File: src/rtl/mem_stage_pkg.sv
// Shared types and encodings for the MEM pipeline stage: funct3 access sizes,
// ResultSrc load encoding, FSM states and MEM/WB payload structs.
package mem_stage_pkg;

  localparam int unsigned XLEN_W = 32;
  localparam int unsigned RD_W   = 5;

  localparam logic [2:0] F3_B  = 3'b000;
  localparam logic [2:0] F3_H  = 3'b001;
  localparam logic [2:0] F3_W  = 3'b010;
  localparam logic [2:0] F3_BU = 3'b100;
  localparam logic [2:0] F3_HU = 3'b101;

  localparam logic [1:0] RS_LOAD = 2'b01;

  typedef enum logic {ST_IDLE, ST_RESP} state_t;

  typedef struct packed {
    logic       reg_write;
    logic [1:0] result_src;
  } memwb_ctrl_t;

  typedef struct packed {
    logic [XLEN_W-1:0] alu_result;
    logic [XLEN_W-1:0] load_data;
    logic [XLEN_W-1:0] imm_ext;
    logic [XLEN_W-1:0] pc_plus4;
    logic [RD_W-1:0]   rd;
  } memwb_data_t;

  // Halfword needs addr[0]=0, word needs addr[1:0]=0; bytes are always aligned.
  function automatic logic is_misaligned(input logic [2:0] funct3, input logic [1:0] addr);
    logic mis;
    mis = 1'b0;
    if ((funct3 == F3_H || funct3 == F3_HU) && addr[0]) mis = 1'b1;
    if (funct3 == F3_W && addr != 2'b00) mis = 1'b1;
    return mis;
  endfunction

endpackage

File: src/rtl/memwb_if.sv
// MEM/WB pipeline register bundle: control and data halves.
interface memwb_if;
  import mem_stage_pkg::*;

  memwb_ctrl_t ctrl;
  memwb_data_t data;

  modport wr (output ctrl, output data);
  modport rd (input ctrl, input data);
endinterface

File: src/rtl/load_extend.sv
// Selects the addressed byte/halfword from a read word and sign/zero-extends it.
module load_extend
  import mem_stage_pkg::*;
(
  input  logic [XLEN_W-1:0] rdata,
  input  logic [1:0]        addr,
  input  logic [2:0]        funct3,
  output logic [XLEN_W-1:0] result
);

  logic [7:0]  byte_sel;
  logic [15:0] half_sel;

  always_comb begin
    case (addr)
      2'd0:    byte_sel = rdata[7:0];
      2'd1:    byte_sel = rdata[15:8];
      2'd2:    byte_sel = rdata[23:16];
      default: byte_sel = rdata[31:24];
    endcase
    half_sel = addr[1] ? rdata[31:16] : rdata[15:0];
  end

  always_comb begin
    case (funct3)
      F3_B:    result = {{24{byte_sel[7]}}, byte_sel};
      F3_BU:   result = {24'h0, byte_sel};
      F3_H:    result = {{16{half_sel[15]}}, half_sel};
      F3_HU:   result = {16'h0, half_sel};
      default: result = rdata;
    endcase
  end

endmodule

File: src/rtl/mem_stage.sv
// MEM pipeline stage: issues data-memory requests, stalls for grant/response,
// and loads the MEM/WB register (bubbling control whenever it stalls).
module mem_stage
  import mem_stage_pkg::*;
#(
  parameter int unsigned XLEN = 32
) (
  input  logic            clk,
  input  logic            rst_n,
  input  logic            ex_valid,
  input  logic            ex_RegWrite,
  input  logic [1:0]      ex_ResultSrc,
  input  logic            ex_MemWrite,
  input  logic [2:0]      ex_funct3,
  input  logic [XLEN-1:0] ex_ALUResult,
  input  logic [XLEN-1:0] ex_WriteData,
  input  logic [XLEN-1:0] ex_ImmExt,
  input  logic [XLEN-1:0] ex_PCPlus4,
  input  logic [4:0]      ex_Rd,
  output logic            dmem_req,
  output logic            dmem_we,
  output logic [XLEN-1:0] dmem_addr,
  output logic [3:0]      dmem_be,
  output logic [XLEN-1:0] dmem_wdata,
  input  logic            dmem_gnt,
  input  logic            dmem_rvalid,
  input  logic [XLEN-1:0] dmem_rdata,
  output logic            stall_o,
  output logic            misalign_o,
  memwb_if.wr             memwb
);

  state_t            state;
  logic              idle;
  logic              mem_op;
  logic              mis;
  logic [XLEN-1:0]   load_ext;

  load_extend u_load_extend (
    .rdata  (dmem_rdata),
    .addr   (ex_ALUResult[1:0]),
    .funct3 (ex_funct3),
    .result (load_ext)
  );

  // Request, stall and lane steering; all forced low while in reset.
  always_comb begin
    idle       = (state == ST_IDLE);
    mem_op     = ex_valid & (ex_MemWrite | (ex_ResultSrc == RS_LOAD));
    mis        = is_misaligned(ex_funct3, ex_ALUResult[1:0]);
    dmem_req   = rst_n & idle & mem_op & ~mis;
    dmem_we    = dmem_req & ex_MemWrite;
    misalign_o = rst_n & idle & mem_op & mis;
    stall_o    = rst_n & ((dmem_req & (~dmem_gnt | ~ex_MemWrite)) |
                          (~idle & ~dmem_rvalid));
    dmem_addr  = {ex_ALUResult[XLEN-1:2], 2'b00};
    dmem_be    = 4'b0000;
    dmem_wdata = ex_WriteData;
    case (ex_funct3)
      F3_B, F3_BU: begin
        dmem_be    = 4'b0001 << ex_ALUResult[1:0];
        dmem_wdata = {4{ex_WriteData[7:0]}};
      end
      F3_H, F3_HU: begin
        dmem_be    = ex_ALUResult[1] ? 4'b1100 : 4'b0011;
        dmem_wdata = {2{ex_WriteData[15:0]}};
      end
      default: dmem_be = 4'b1111;
    endcase
    if (!dmem_req) dmem_be = 4'b0000;
  end

  // FSM plus MEM/WB register; control is zeroed on stall, misalign or no-valid.
  always_ff @(posedge clk) begin
    if (!rst_n) begin
      state       <= ST_IDLE;
      memwb.ctrl  <= '0;
      memwb.data  <= '0;
    end else begin
      case (state)
        ST_IDLE: if (dmem_req && dmem_gnt && !ex_MemWrite) state <= ST_RESP;
        ST_RESP: if (dmem_rvalid) state <= ST_IDLE;
        default: state <= ST_IDLE;
      endcase
      if (ex_valid && !stall_o && !misalign_o)
        memwb.ctrl <= memwb_ctrl_t'{reg_write: ex_RegWrite, result_src: ex_ResultSrc};
      else
        memwb.ctrl <= '0;
      memwb.data <= memwb_data_t'{
        alu_result: ex_ALUResult,
        load_data:  (!idle && dmem_rvalid) ? load_ext : '0,
        imm_ext:    ex_ImmExt,
        pc_plus4:   ex_PCPlus4,
        rd:         ex_Rd
      };
    end
  end

endmodule

File: src/flat_wrapper.sv
// flat-port wrapper written by rule: the top's interface ports become plain ports
module mem_stage_flat import mem_stage_pkg::*;
#(
  parameter int unsigned XLEN = 32
)
  (clk, rst_n, ex_valid, ex_RegWrite, ex_ResultSrc, ex_MemWrite, ex_funct3, ex_ALUResult, ex_WriteData, ex_ImmExt, ex_PCPlus4, ex_Rd, dmem_req, dmem_we, dmem_addr, dmem_be, dmem_wdata, dmem_gnt, dmem_rvalid, dmem_rdata, stall_o, misalign_o, memwb_ctrl, memwb_data);
  memwb_if memwb_i ();
  input  logic clk;
  input  logic rst_n;
  input  logic ex_valid;
  input  logic ex_RegWrite;
  input  logic [1:0] ex_ResultSrc;
  input  logic ex_MemWrite;
  input  logic [2:0] ex_funct3;
  input  logic [XLEN-1:0] ex_ALUResult;
  input  logic [XLEN-1:0] ex_WriteData;
  input  logic [XLEN-1:0] ex_ImmExt;
  input  logic [XLEN-1:0] ex_PCPlus4;
  input  logic [4:0] ex_Rd;
  output logic dmem_req;
  output logic dmem_we;
  output logic [XLEN-1:0] dmem_addr;
  output logic [3:0] dmem_be;
  output logic [XLEN-1:0] dmem_wdata;
  input  logic dmem_gnt;
  input  logic dmem_rvalid;
  input  logic [XLEN-1:0] dmem_rdata;
  output logic stall_o;
  output logic misalign_o;
  output wire logic [$bits(memwb_i.ctrl)-1:0] memwb_ctrl;
  output wire logic [$bits(memwb_i.data)-1:0] memwb_data;
  assign memwb_ctrl = memwb_i.ctrl;
  assign memwb_data = memwb_i.data;
  mem_stage #(.XLEN(XLEN)) u_core (.clk(clk), .rst_n(rst_n), .ex_valid(ex_valid), .ex_RegWrite(ex_RegWrite), .ex_ResultSrc(ex_ResultSrc), .ex_MemWrite(ex_MemWrite), .ex_funct3(ex_funct3), .ex_ALUResult(ex_ALUResult), .ex_WriteData(ex_WriteData), .ex_ImmExt(ex_ImmExt), .ex_PCPlus4(ex_PCPlus4), .ex_Rd(ex_Rd), .dmem_req(dmem_req), .dmem_we(dmem_we), .dmem_addr(dmem_addr), .dmem_be(dmem_be), .dmem_wdata(dmem_wdata), .dmem_gnt(dmem_gnt), .dmem_rvalid(dmem_rvalid), .dmem_rdata(dmem_rdata), .stall_o(stall_o), .misalign_o(misalign_o), .memwb(memwb_i));
endmodule
File: config.mk
export PLATFORM = sky130hd
export DESIGN_NAME = mem_stage_flat
export DESIGN_NICKNAME = d
export VERILOG_FILES = /design/src/rtl/mem_stage_pkg.sv /design/src/rtl/memwb_if.sv /design/src/rtl/load_extend.sv /design/src/rtl/mem_stage.sv /design/src/flat_wrapper.sv
export SDC_FILE = /design/constraint.sdc
export NUM_CORES = 1
export LEC_CHECK = 0
export ABC_AREA = 1
export BUFFER_PORTS_ARGS = -buffer_cell sky130_fd_sc_hd__buf_2
export CAP_MARGIN = 40
export CORE_AREA = 4 4 149 151
export CTS_CLUSTER_SIZE = 20
export DETAILED_ROUTE_END_ITERATION = 12
export DIE_AREA = 0 0 153 155
export GPL_TIMING_DRIVEN = 0
export HOLD_SLACK_MARGIN = 0.05
export SYNTH_ARGS = -nofsm -noshare
export SYNTH_HDL_FRONTEND = slang
export SYNTH_SLANG_ARGS = --single-unit
File: constraint.sdc
create_clock -name clk -period 1.9 [get_ports clk]
set_clock_uncertainty 0.2 [all_clocks]
set_input_delay 0.19 -clock clk [delete_from_list [all_inputs] [get_ports clk]]
set_output_delay 0.19 -clock clk [all_outputs]
set_load 0.01 [all_outputs]
==> summary.md <==
| Metric | Value |
|---|---|
| Largest net degree at the start of global routing | `17` |
| TritonCTS clock tree | `done` |
| Synth cell types | `27` |
| Initial Utilization | `0.254` |
| Data arrival, critical path | `1.43 ns` |
| Leak | `0.00587 uW` |
| Final GP Congestion | `0.855` |
| Critical path origin | `u_core.state` |
| Ports | `385` |
| Detailed Route WL | `22.4 mm` |
| Initial drt markers | `256` |
| Fmax | `0.551 GHz` |
| Worst-path clk slew | `0.07 ns` |
| Reg2Reg Capture Point | `u_core.memwb.ctrl[2]` |
| Syn Inst Count | `696` |
| Die H | `155 um` |
| Run status | `finished clean` |
| Syn-to-layout area delta | `83.1%` |
| Multi-input gate area in the final layout | `1570 um^2` |
| Row cnt | `53` |
| Fillers | `2033` |
| Register area share after synthesis | `0.518` |
| Finished Core Util | `0.466` |
| Setup slack after layout | `0.0848 ns` |
| Crit path launch type | `register` |
| Peak VDD IR | `0.519 mV` |
| R2r worst-path depth | `7` |
| Flop2flop setup slack | `0.09 ns` |
| Final hold viol count | `0` |
| Critical path fanouts, max | `5` |
| Minimum clock period | `1.82 ns` |
| Port bufs | `380` |
| HP Class | `input pin to register` |
| CP Capture Point | `dmem_be[1]` |
| Global-route wire length before repair | `34.6 mm` |
| Core box area | `20800 um^2` |
| GRT Util Overall | `0.183` |
| Worst-Skew Late Latency | `0.41 ns` |
| Layout net count | `1425` |
| Post-DP HPWL | `16.7 mm` |
| Root buffer cell | `clkbuf_16` |
| Total negative slack | `0 ns` |
| Syn. warnings | `0` |
| Place WS | `0.0491 ns` |
| Critical Path RT | `1.51 ns` |
| Ant. Diodes | `0` |
| Post-route ant nets | `0` |
| Num CTS Buffers | `17` |
| RR Startpoint | `u_core.state` |
| Vias | `6278` |
| HP Start | `ex_funct3[2]` |
| Cell Pwr Density | `784 nW/um^2` |
| Register area | `2740 um^2` |
| Synthesized area | `5300 um^2` |
| Placed instance area | `7550 um^2` |
| WL/cell | `14.6 um` |
| TritonCTS Sinks | `137` |
| Fraction of layout cells with a size suffix above 1 | `0.397` |
| H-Tree Depth | `4` |
| Vias in the first global route | `6453` |
| Most frequent cells in the layout | `buf_2, nand2_1, dlygate4sd3_1, inv_1, dfxtp_1` |
| Total congestion overflow | `0` |
| Antenna violations before repair | `0` |
| First-pass DRT Iterations | `6` |
| Syn avg cell area | `7.61 um^2` |
| Most common cell after layout, fill and taps aside | `buf_2` |
| CP Capture Type | `output port` |
| Final setup viols | `0` |
| Maxcap violations | `0` |
| Final period util | `0.955` |
| Slew headroom | `0.593` |
| RSZ-0062 raised after global routing | `true` |
| DRC viols | `0` |
| Critical path class | `register to output port` |
| Yosys reg bits | `137` |
| Max clock buf depth | `2` |
| Average vias per placed instance | `4.09` |
| Pins Over Slew Limit | `0` |
| Final non-filler cell area | `9700 um^2` |
| Die width | `153 um` |
| Full die area | `23700 um^2` |
| Worst-margin pin slew | `0.611 ns` |
[kinds of logic after synthesis]
kind of cell | synth area share
DFF | 0.518
AOI/OAI and AO/OA | 0.0586
and+or+nand+nor | 0.231
buffers and inverters | 0.192
other | 0.000708
[Yosys cell counts]
library cell | count | area (um^2)
a31oi_1 | 10 | 62.6
nand2_4 | 3 | 33.8
a21oi_1 | 14 | 70.1
or2_2 | 1 | 6.26
nor2_4 | 4 | 45.0
buf_4 | 41 | 308
o211ai_1 | 4 | 30.0
o21ai_1 | 4 | 20.0
nor2_1 | 13 | 48.8
buf_6 | 4 | 45.0
clkbuf_1 | 11 | 41.3
inv_2 | 4 | 15.0
nand3_4 | 2 | 35.0
nand4_1 | 1 | 6.26
o22ai_1 | 7 | 43.8
nand2_2 | 4 | 25.0
conb_1 | 1 | 3.75
a21oi_2 | 1 | 8.76
buf_2 | 10 | 50.1
dfxtp_1 | 137 | 2740
nor2_2 | 2 | 12.5
inv_1 | 145 | 544
nand3_2 | 2 | 20.0
o21ai_0 | 15 | 75.1
inv_4 | 2 | 12.5
nand3_1 | 30 | 150
nand2_1 | 224 | 841
[worst min-delay path by stage]
stage	endpoint	slack [ns]	cells past startpoint
after floorplan	u_core.memwb.data[101]	0.08	2
after global placement	u_core.memwb.data[15]	0.17	3
after detailed placement	u_core.memwb.data[38]	0.18	3
after CTS	u_core.memwb.data[89]	0.06	6
after global routing	u_core.memwb.data[89]	0.1	6
final	u_core.memwb.data[89]	0.08	6
[timing repair]
action	4_1_cts	5_1_grt
resized for setup	7	5
pin swaps	3	0
hold endpoints to repair	137	0
buffers inserted	1	0
hold buffers	151	0
setup endpoints to repair	6	9
[power by group]
part           internal, uW  total (uW)  leakage (uW)  switching, uW
Sequential             2990        3020       0.00113           29.2
Clock                  1880        3320      0.000292           1440
Combinational           635        1270       0.00445            630
Total                  5500        7600       0.00587           2100
[final cells by class]
class | instances | area share
plain buffers | 66 | 0.0458
clock buffers | 17 | 0.0439
clock inverters | 15 | 0.0173
inverters | 151 | 0.0592
multi-input cells | 343 | 0.162
flip-flops and latches | 137 | 0.283
well taps | 275 | 0.0355
repair buffers | 532 | 0.353
[per-layer routing]
layer,GRT usage,part of all wire,up-vias
met1,0.200,0.38,2800
met2,0.343,0.52,313
met4,0.0696,0.028,0
met5,0,0,-
li1,-,-,3122
met3,0.0434,0.074,43
[registers in the layout (all words and copies together), names as in the netlist]
signal / count
u_core.memwb.ctrl: 3
u_core.memwb.data: 133
u_core.state: 1
[stage by stage]
step           cells  total power [uW]  hold slack, ns
2_1_floorplan    697              3570          0.0835
3_3_place_gp    1352              4080           0.171
3_5_place_dp    1352              4090           0.176
4_1_cts         1536              7700          0.0606
5_1_grt         1536              7940          0.0960
6_report        1536              7600          0.0831
[worst max-delay path, stage by stage (launching register included)]
cell and delay (ns):
dfxtp_2 0.33, nor2_2 0.10, nand2_2 0.09, nor2_4 0.12
inv_4 0.07, a21oi_2 0.14, buf_2 0.16
Power figures use the tool's default switching activity.
